--- config.mk ---
export PLATFORM = sky130hd
export DESIGN_NAME = instr_fetch_unit
export DESIGN_NICKNAME = d
export VERILOG_FILES = /design/src/rtl/instr_fetch_unit.sv
export SDC_FILE = /design/constraint.sdc
export NUM_CORES = 1
export LEC_CHECK = 0
export ABC_AREA = 1
export BUFFER_PORTS_ARGS = -buffer_cell sky130_fd_sc_hd__buf_4
export CAP_MARGIN = 20
export CORE_MARGIN = 4
export CORE_UTILIZATION = 55
export DETAILED_ROUTE_END_ITERATION = 6
export HOLD_SLACK_MARGIN = 0.15
export PLACE_DENSITY = 0.84
export RECOVER_POWER = 25
export REMOVE_ABC_BUFFERS = 1
export SYNTH_ARGS = -nofsm -noshare
export SYNTH_HDL_FRONTEND = slang
export SYNTH_SLANG_ARGS = --single-unit
export TNS_END_PERCENT = 20
--- constraint.sdc ---
create_clock -name clk -period 3.3 [get_ports clk]
set_input_delay 0.66 -clock clk [delete_from_list [all_inputs] [get_ports clk]]
set_output_delay 0.66 -clock clk [all_outputs]
set_load 0.005 [all_outputs]
--- src/rtl/instr_fetch_unit.sv ---
// Multicycle instruction fetch stage: owns the PC, addresses the instruction ROM,
// latches rom_q after a settle delay, applies redirects and flags illegal fetch addresses.
module instr_fetch_unit #(
    parameter int unsigned                 DATA_WIDTH = 32,
    parameter logic [DATA_WIDTH-1:0]       RESET_PC   = DATA_WIDTH'(32'h0040_0000),
    parameter int unsigned                 ROM_WORDS  = 64,
    parameter int unsigned                 ROM_WAIT   = 1
) (
    input  logic                  clk,
    input  logic                  reset,
    input  logic                  fetch_req,
    input  logic                  pc_load,
    input  logic [1:0]            pc_src,
    input  logic [15:0]           branch_offset,
    input  logic [25:0]           jump_index,
    input  logic [DATA_WIDTH-1:0] reg_target,
    output logic [DATA_WIDTH-1:0] rom_addr,
    input  logic [DATA_WIDTH-1:0] rom_q,
    output logic [DATA_WIDTH-1:0] pc,
    output logic [DATA_WIDTH-1:0] instr,
    output logic                  instr_valid,
    output logic                  busy,
    output logic                  addr_fault
);

    localparam int unsigned CNT_W = (ROM_WAIT > 1) ? $clog2(ROM_WAIT) : 1;
    localparam logic [DATA_WIDTH-1:0] ROM_END = RESET_PC + DATA_WIDTH'(4 * ROM_WORDS);

    typedef enum logic [1:0] {
        S_IDLE  = 2'd0,
        S_WAIT  = 2'd1,
        S_LATCH = 2'd2,
        S_FAULT = 2'd3
    } state_t;

    state_t                  state, state_n;
    logic [CNT_W-1:0]        cnt, cnt_n;
    logic [DATA_WIDTH-1:0]   pc_n, instr_n, redirect;
    logic                    valid_n, busy_n, fault_n, pc_legal;

    assign rom_addr = pc;
    assign pc_legal = (pc >= RESET_PC) && (pc < ROM_END) && (pc[1:0] == 2'b00);

    // Redirect target relative to the current pc (already fetched address + 4)
    always_comb begin
        redirect = pc + DATA_WIDTH'(4);
        case (pc_src)
            2'b00:   redirect = pc + DATA_WIDTH'(4);
            2'b01:   redirect = pc + {{(DATA_WIDTH-18){branch_offset[15]}}, branch_offset, 2'b00};
            2'b10:   redirect = {pc[DATA_WIDTH-1:28], jump_index, 2'b00};
            default: redirect = reg_target;
        endcase
    end

    // Next-state and next-output logic
    always_comb begin
        state_n = state;
        cnt_n   = cnt;
        pc_n    = pc;
        instr_n = instr;
        valid_n = 1'b0;
        case (state)
            S_IDLE: begin
                if (pc_load) begin
                    pc_n = redirect;
                end else if (fetch_req) begin
                    if (!pc_legal) begin
                        state_n = S_FAULT;
                    end else begin
                        cnt_n   = CNT_W'(ROM_WAIT - 1);
                        state_n = S_WAIT;
                    end
                end
            end
            S_WAIT: begin
                if (cnt == '0) state_n = S_LATCH;
                else           cnt_n   = cnt - CNT_W'(1);
            end
            S_LATCH: begin
                instr_n = rom_q;
                pc_n    = pc + DATA_WIDTH'(4);
                valid_n = 1'b1;
                state_n = S_IDLE;
            end
            S_FAULT: begin
                if (pc_load) begin
                    pc_n    = redirect;
                    state_n = S_IDLE;
                end
            end
            default: state_n = S_IDLE;
        endcase
        busy_n  = (state_n == S_WAIT) || (state_n == S_LATCH);
        fault_n = (state_n == S_FAULT);
    end

    always_ff @(posedge clk or posedge reset) begin
        if (reset) begin
            state       <= S_IDLE;
            cnt         <= '0;
            pc          <= RESET_PC;
            instr       <= '0;
            instr_valid <= 1'b0;
            busy        <= 1'b0;
            addr_fault  <= 1'b0;
        end else begin
            state       <= state_n;
            cnt         <= cnt_n;
            pc          <= pc_n;
            instr       <= instr_n;
            instr_valid <= valid_n;
            busy        <= busy_n;
            addr_fault  <= fault_n;
        end
    end

endmodule
==> results.cfg, run 1 <==
[setup_path]
critPathLaunchType = flop
critical_path_arrival_ns = 3.03
worstPathRequired_ns = 3.57
reg2reg_slack_ns = 0.55
r2r_end = pc[25]
cp-end-kind = flop
crit_type = flop to flop
endpoint = pc[25]
worstReg2RegStart = state[0]
reg2regPathDepth = 11
crit_fanout = 20
startpoint = state[0]

[sta]
setup_slack_ns = 0.548
worstMarginPinSlew_ns = 1.50
slew_viol_final = 25
rsz0062_at_grt = false
max_freq_mhz = 363
min_period_ns = 2.75
final_hold_viol_count = 0
clock_skew_ns = 0.00600
setup_viol = 0
fin_tns_setup_ns = 0
min_period_over_period_pct = 83.4
relSlewSlack_pct = -0.261
holdWs_ns = 0.506

[power]
p_sw_share_pct = 49.6
pwr-share-clk_pct = 12.9
total_power_mw = 8.24
ir_worst_vdd_mv = 0.519
switchingPower_mw = 4.08
leakagePower_nw = 4.91
p_int_mw = 4.15
powerDensity_mw_per_mm2 = 921
p_comb_share_pct = 64.6
seqPwrFrac_pct = 22.5

[floorplanning]
num_rows = 41
die_w_um = 122
chipHeight_um = 122
core_sq_mm = 0.0126
die-area_sq_mm = 0.0148
initial_core_util_pct = 56.2
io_pins = 211

[global_route]
grt_max_degree = 34
grt_pass1_vias = 7666
grt_overflow = 0
grt_pass1_wl_mm = 39.6
antenna_found_initial = 0
track_usage_pct = 34.1

[synth]
syn_inst = 1150
synthesis.area_sq_mm = 0.00709
synth.area.top_cells = dfrtp_1 24%, nand2_1 21%, inv_1 8.8%, ha_1 6.4%, nand3_1 5.3%
synth_ff_type = dfrtp_1
ys_seq_area_share_pct = 24.4
yosys.area.top_type_share_pct = 24.0
synthArstFlopShare_pct = 100
postSynthAreaPerCell_sq_um = 6.17
ys_ff_latch = 69
yosys-top-cells-count = 404 x nand2_1, 167 x inv_1, 84 x nor2_1
yosysWarnings = 0
yosysMostFrequentCell = nand2_1
synth_cell_type_count = 41
synth_top_area_cell = dfrtp_1
synth_edf_count = 0

[drt]
antenna_left = 0
drc = 0
wl_per_cell_um = 17.2
drt_iter0_drc = 832
wl_mm = 25.9
drt-pass1-iter-count = 6
routed_via_density = 5.55
vias = 8341

[finish]
diodes = 0
area_delta_synth_final_pct = 26.1
drive_gt1_share_pct = 22.5
nets = 1476

[placement]
place.gp.congestion = 1.03
place_ws_ns = 0.630
dp_hpwl_mm = 20.6
portBuffers = 210

[clock_network]
cts_num_sinks = 69
htreeDepth = 3
post_cts_buffers = 0
cts_resized = 0
cts_tree = built
path_clk_slew_ns = 0.06
cts_buffers = 9
clock_path_buffers = 2
holdBufCountCts = 0
worstSkewPairLatency_ns = 0.34
clock-root-buffer = clkbuf_16

[run_status]
status = finished with violations
violations = capacitance limit, slew limit

[worst_hold_path]
hp-class = flop to flop

[job]
drv_cap = 1
## placed cells by master (no fill, tap or decap), types with 3 or more instances in the layout
cell type / Yosys / final
o211ai_1: 11 / 11
nor2_1: 84 / 84
dfrtp_1: 68 / 68
mux2_2: 32 / 32
or2_2: 5 / 5
nor2_2: 8 / 8
xor2_1: 5 / 5
buf_4: 34 / 219
inv_1: 167 / 167
nand4_1: 16 / 16
nand2_2: 5 / 5
nor3_1: 9 / 9
nor3_4: 3 / 3
nor4_1: 5 / 5
a21oi_1: 67 / 67
xnor2_1: 5 / 5
nand3_1: 75 / 75
inv_2: 4 / 4
o21ai_1: 14 / 14
nand2_1: 404 / 404
nand3b_1: 3 / 3
o21ai_0: 46 / 46
ha_1: 36 / 36
clkbuf_16: 0 / 9
o21bai_1: 4 / 4
## how the worst min path moves through the flow
stage | start | end | slack (ns) | cells after the start
6_report | instr[25] | instr[25] | 0.51 | 1
5_1_grt | instr[22] | instr[22] | 0.52 | 1
4_1_cts | reset | pc[1] | 0.39 | 2
3_5_place_dp | instr[12] | instr[12] | 0.50 | 1
3_3_place_gp | instr[13] | instr[13] | 0.49 | 1
2_1_floorplan | instr[0] | instr[0] | 0.51 | 1
## state kept, by name, indices dropped and copies added, names as in the netlist
signal       flops
addr_fault       1
state            2
pc              32
instr_valid      1
instr           32
busy             1
## power groups by stage
| stage | logic (mW) | registers [mW] | clock network [mW] |
|---|---|---|---|
| floorplan | 3.05 | 1.76 | 0 |
| global placement | 5.10 | 1.83 | 0 |
| detailed placement | 5.19 | 1.84 | 0 |
| CTS | 5.24 | 1.84 | 1.06 |
| global route | 5.84 | 1.90 | 1.10 |
| finish | 5.32 | 1.86 | 1.06 |
## cells by family after synthesis
kind of cell / synth area share (%)
AOI/OAI and AO/OA: 11.4
adders and majority gates: 6.63
buffers and inverters: 14.0
muxes: 5.08
and+or+nand+nor: 37.1
xor gates and xnor gates: 1.46
DFF: 24.4
## stage by stage
step                      cells  area, sq um  utilization, %
after floorplan            1094         6740               -
after global placement     1488         8620            68.3
after detailed placement   1488         8620            68.3
after CTS                  1504         8950            70.9
after global routing       1504         8940            70.9
final                      1504         8940            70.9
## routing by layer
layer | up-vias | routed length, um | global-route usage (%)
met5 | - | 0 | 0
met4 | 0 | 1140 | 13.0
met3 | 75 | 2870 | 5.90
met2 | 542 | 11600 | 54.3
met1 | 3720 | 10200 | 46.6
li1 | 4004 | - | -
## critical path: stages (launching register included)
cell and delay [ns]:
dfrtp_1 0.41, inv_1 0.09, ha_1 0.58, nand2_1 0.23, inv_1 0.16, nor2_1 0.07
inv_1 0.27, buf_4 0.32, o21ai_0 0.21, a21oi_1 0.21, nand2_1 0.08, nand2_1 0.05
## layout make-up
type                       instances  area [sq um]
tap                              172           215
clock buffer                       9           225
multi-input combinational        854          4370
fill                            1176          3680
timing repair buffer             222          1660
clock inverter                     7          98.8
sequential                        69          1730
inverter                         171           642
Note: power is estimated with default switching activity, not from simulation.
==> inputs of run 2 (changes only) <==
--- a/config.mk
+++ b/config.mk
@@ -9,10 +9,10 @@
 export BUFFER_PORTS_ARGS = -buffer_cell sky130_fd_sc_hd__buf_4
 export CAP_MARGIN = 20
 export CORE_MARGIN = 4
-export CORE_UTILIZATION = 55
+export CORE_UTILIZATION = 48
 export DETAILED_ROUTE_END_ITERATION = 6
 export HOLD_SLACK_MARGIN = 0.15
-export PLACE_DENSITY = 0.84
+export PLACE_DENSITY = 0.78
 export RECOVER_POWER = 25
 export REMOVE_ABC_BUFFERS = 1
 export SYNTH_ARGS = -nofsm -noshare
==> constraint.sdc (replaced) <==
create_clock -name clk -period 2.46 [get_ports clk]
set_input_delay 0.492 -clock clk [delete_from_list [all_inputs] [get_ports clk]]
set_output_delay 0.492 -clock clk [all_outputs]
set_load 0.005 [all_outputs]
==> run 2 against run 1 <==
Effect of this change:
- the run still ends with capacitance limit, slew limit left
- worst setup slack worse by 0.35 ns
- first-iteration DRC count fell by 4.7%
- largest cell class unchanged
- critical path type unchanged
- sequential share of layout area shrank 0.66 points
- critical path depth stayed put
- core utilization fell by 6.9 points
==> results.cfg, run 2 (synthesis gave the netlist of run 1 again) <==
[run_status]
status = finished with violations
violations = capacitance limit, slew limit

[setup_path]
max_stage_delay_ns = 0.36
critPathLaunchType = flop
crit_fanout = 8
crit_type = flop to flop
critical_path_arrival_ns = 2.49
startpoint = pc[2]
crit_chain = buf_4 > ha_1 > nand3_2 > nor2_2 > nand2_1 > o21ai_1 > inv_1 > nor2_1 > o21ai_1 > o21bai_1 > nand2_1
worstReg2RegStart = pc[2]
reg2reg_slack_ns = 0.19
reg2regPathDepth = 11
cp-end-kind = flop
crit_slowest_cell = dfrtp_1
worstPathRequired_ns = 2.68
endpoint = pc[10]
r2r_end = pc[10]

[clock_network]
clock-root-buffer = clkbuf_16
htreeDepth = 3
holdBufCountCts = 0
clock_path_buffers = 2
cts_resized = 0
cts_tree = built
post_cts_buffers = 0
worstSkewPairLatency_ns = 0.35
cts_num_sinks = 69
cts_buffers = 9
path_clk_slew_ns = 0.06

[job]
drv_cap = 1

[drt]
wl_mm = 27.4
drc = 0
drt_iter0_drc = 793
routed_via_density = 5.44
wl_per_cell_um = 17.6
antenna_left = 0
vias = 8494
drt-pass1-iter-count = 6

[sta]
min_period_ns = 2.27
final_hold_viol_count = 0
worstMarginPinSlew_ns = 1.79
min_period_over_period_pct = 92.1
relSlewSlack_pct = -19.6
setup_slack_ns = 0.195
clock_skew_ns = 0.0155
setup_viol = 0
fin_tns_setup_ns = 0
rsz0062_at_grt = false
max_freq_mhz = 441
slew_viol_final = 70

[placement]
place.gp.congestion = 1.04
place_ws_ns = 0.0674
postPlaceCellArea_sq_mm = 0.00899
dp_hpwl_mm = 22.2
portBuffers = 210

[power]
powerDensity_mw_per_mm2 = 1240
total_power_mw = 11.5
ir_worst_vdd_mv = 0.853
leakagePower_nw = 5.12

[finish]
layout_commonest_cell = nand2_1
nets = 1521
reg_top3 = instr: 32 flops, pc: 32 flops, state: 2 flops
drive_gt1_share_pct = 25.2
layout_common_cells = 404 x nand2_1, 265 x buf_4, 167 x inv_1, 84 x nor2_1, 75 x nand3_1
fin_area_sq_mm = 0.00927
area_delta_synth_final_pct = 30.6
utilization_pct = 64.0
fill_cells = 1404
diodes = 0

[floorplanning]
initial_core_util_pct = 49.0
num_rows = 44
core_sq_mm = 0.0145
chipHeight_um = 130
die_w_um = 130
die-area_sq_mm = 0.0168
io_pins = 211

[global_route]
grt_max_degree = 70
track_usage_pct = 32.6
antenna_found_initial = 0
grt_pass1_vias = 8027
grt_overflow = 0
grt_pass1_wl_mm = 42.6

[worst_hold_path]
hp-class = primary input to flop
worstHoldStart = rom_q[26]
==> run 2: worst max-delay path: cells and delay by family (launching register included) <==
| family | cells | cell delay [ns] |
|---|---|---|
| buf+inv | 2 | 0.24 |
| flops | 1 | 0.36 |
| fa+ha+maj | 1 | 0.36 |
| compound gates | 3 | 0.39 |
| simple gates | 5 | 0.79 |
==> run 2: area by class of cell <==
class                      count  area [sq um]  share of cell area (%)
multi-input combinational    854          4370                    47.2
tap                          184           230                    2.48
clock inverter                 6          63.8                   0.689
clock buffer                   9           225                    2.43
timing repair buffer         267          2000                    21.6
sequential                    69          1730                    18.7
inverter                     171           642                    6.93
==> run 2: where the power goes <==
part	internal [mW]	switching [mW]	total, mW
clock	0.779	0.520	1.30
sequential	1.71	0.425	2.14
combinational	3.35	4.70	8.05
==> run 2: metal layers <==
layer	track usage, %	wire length (um)	vias up
li1	-	-	4080
met3	5.52	2550	97
met2	51.5	12500	500
met4	15.1	1410	0
met1	43.9	11000	3817
met5	0	0	-
==> run 2: worst min path at each step <==
stage / to / slack, ns / cells after the start
2_1_floorplan: instr[0] / 0.51 / 1
3_3_place_gp: instr[6] / 0.49 / 1
3_5_place_dp: instr[19] / 0.50 / 1
4_1_cts: pc[30] / 0.25 / 3
5_1_grt: instr[0] / 0.37 / 2
6_report: instr[26] / 0.38 / 2
==> run 2: per-stage QoR <==
step,hold WS [ns],cells
final,0.379,1560
after global routing,0.373,1560
after CTS,0.248,1560
after detailed placement,0.498,1545
after global placement,0.491,1545
after floorplan,0.506,1094
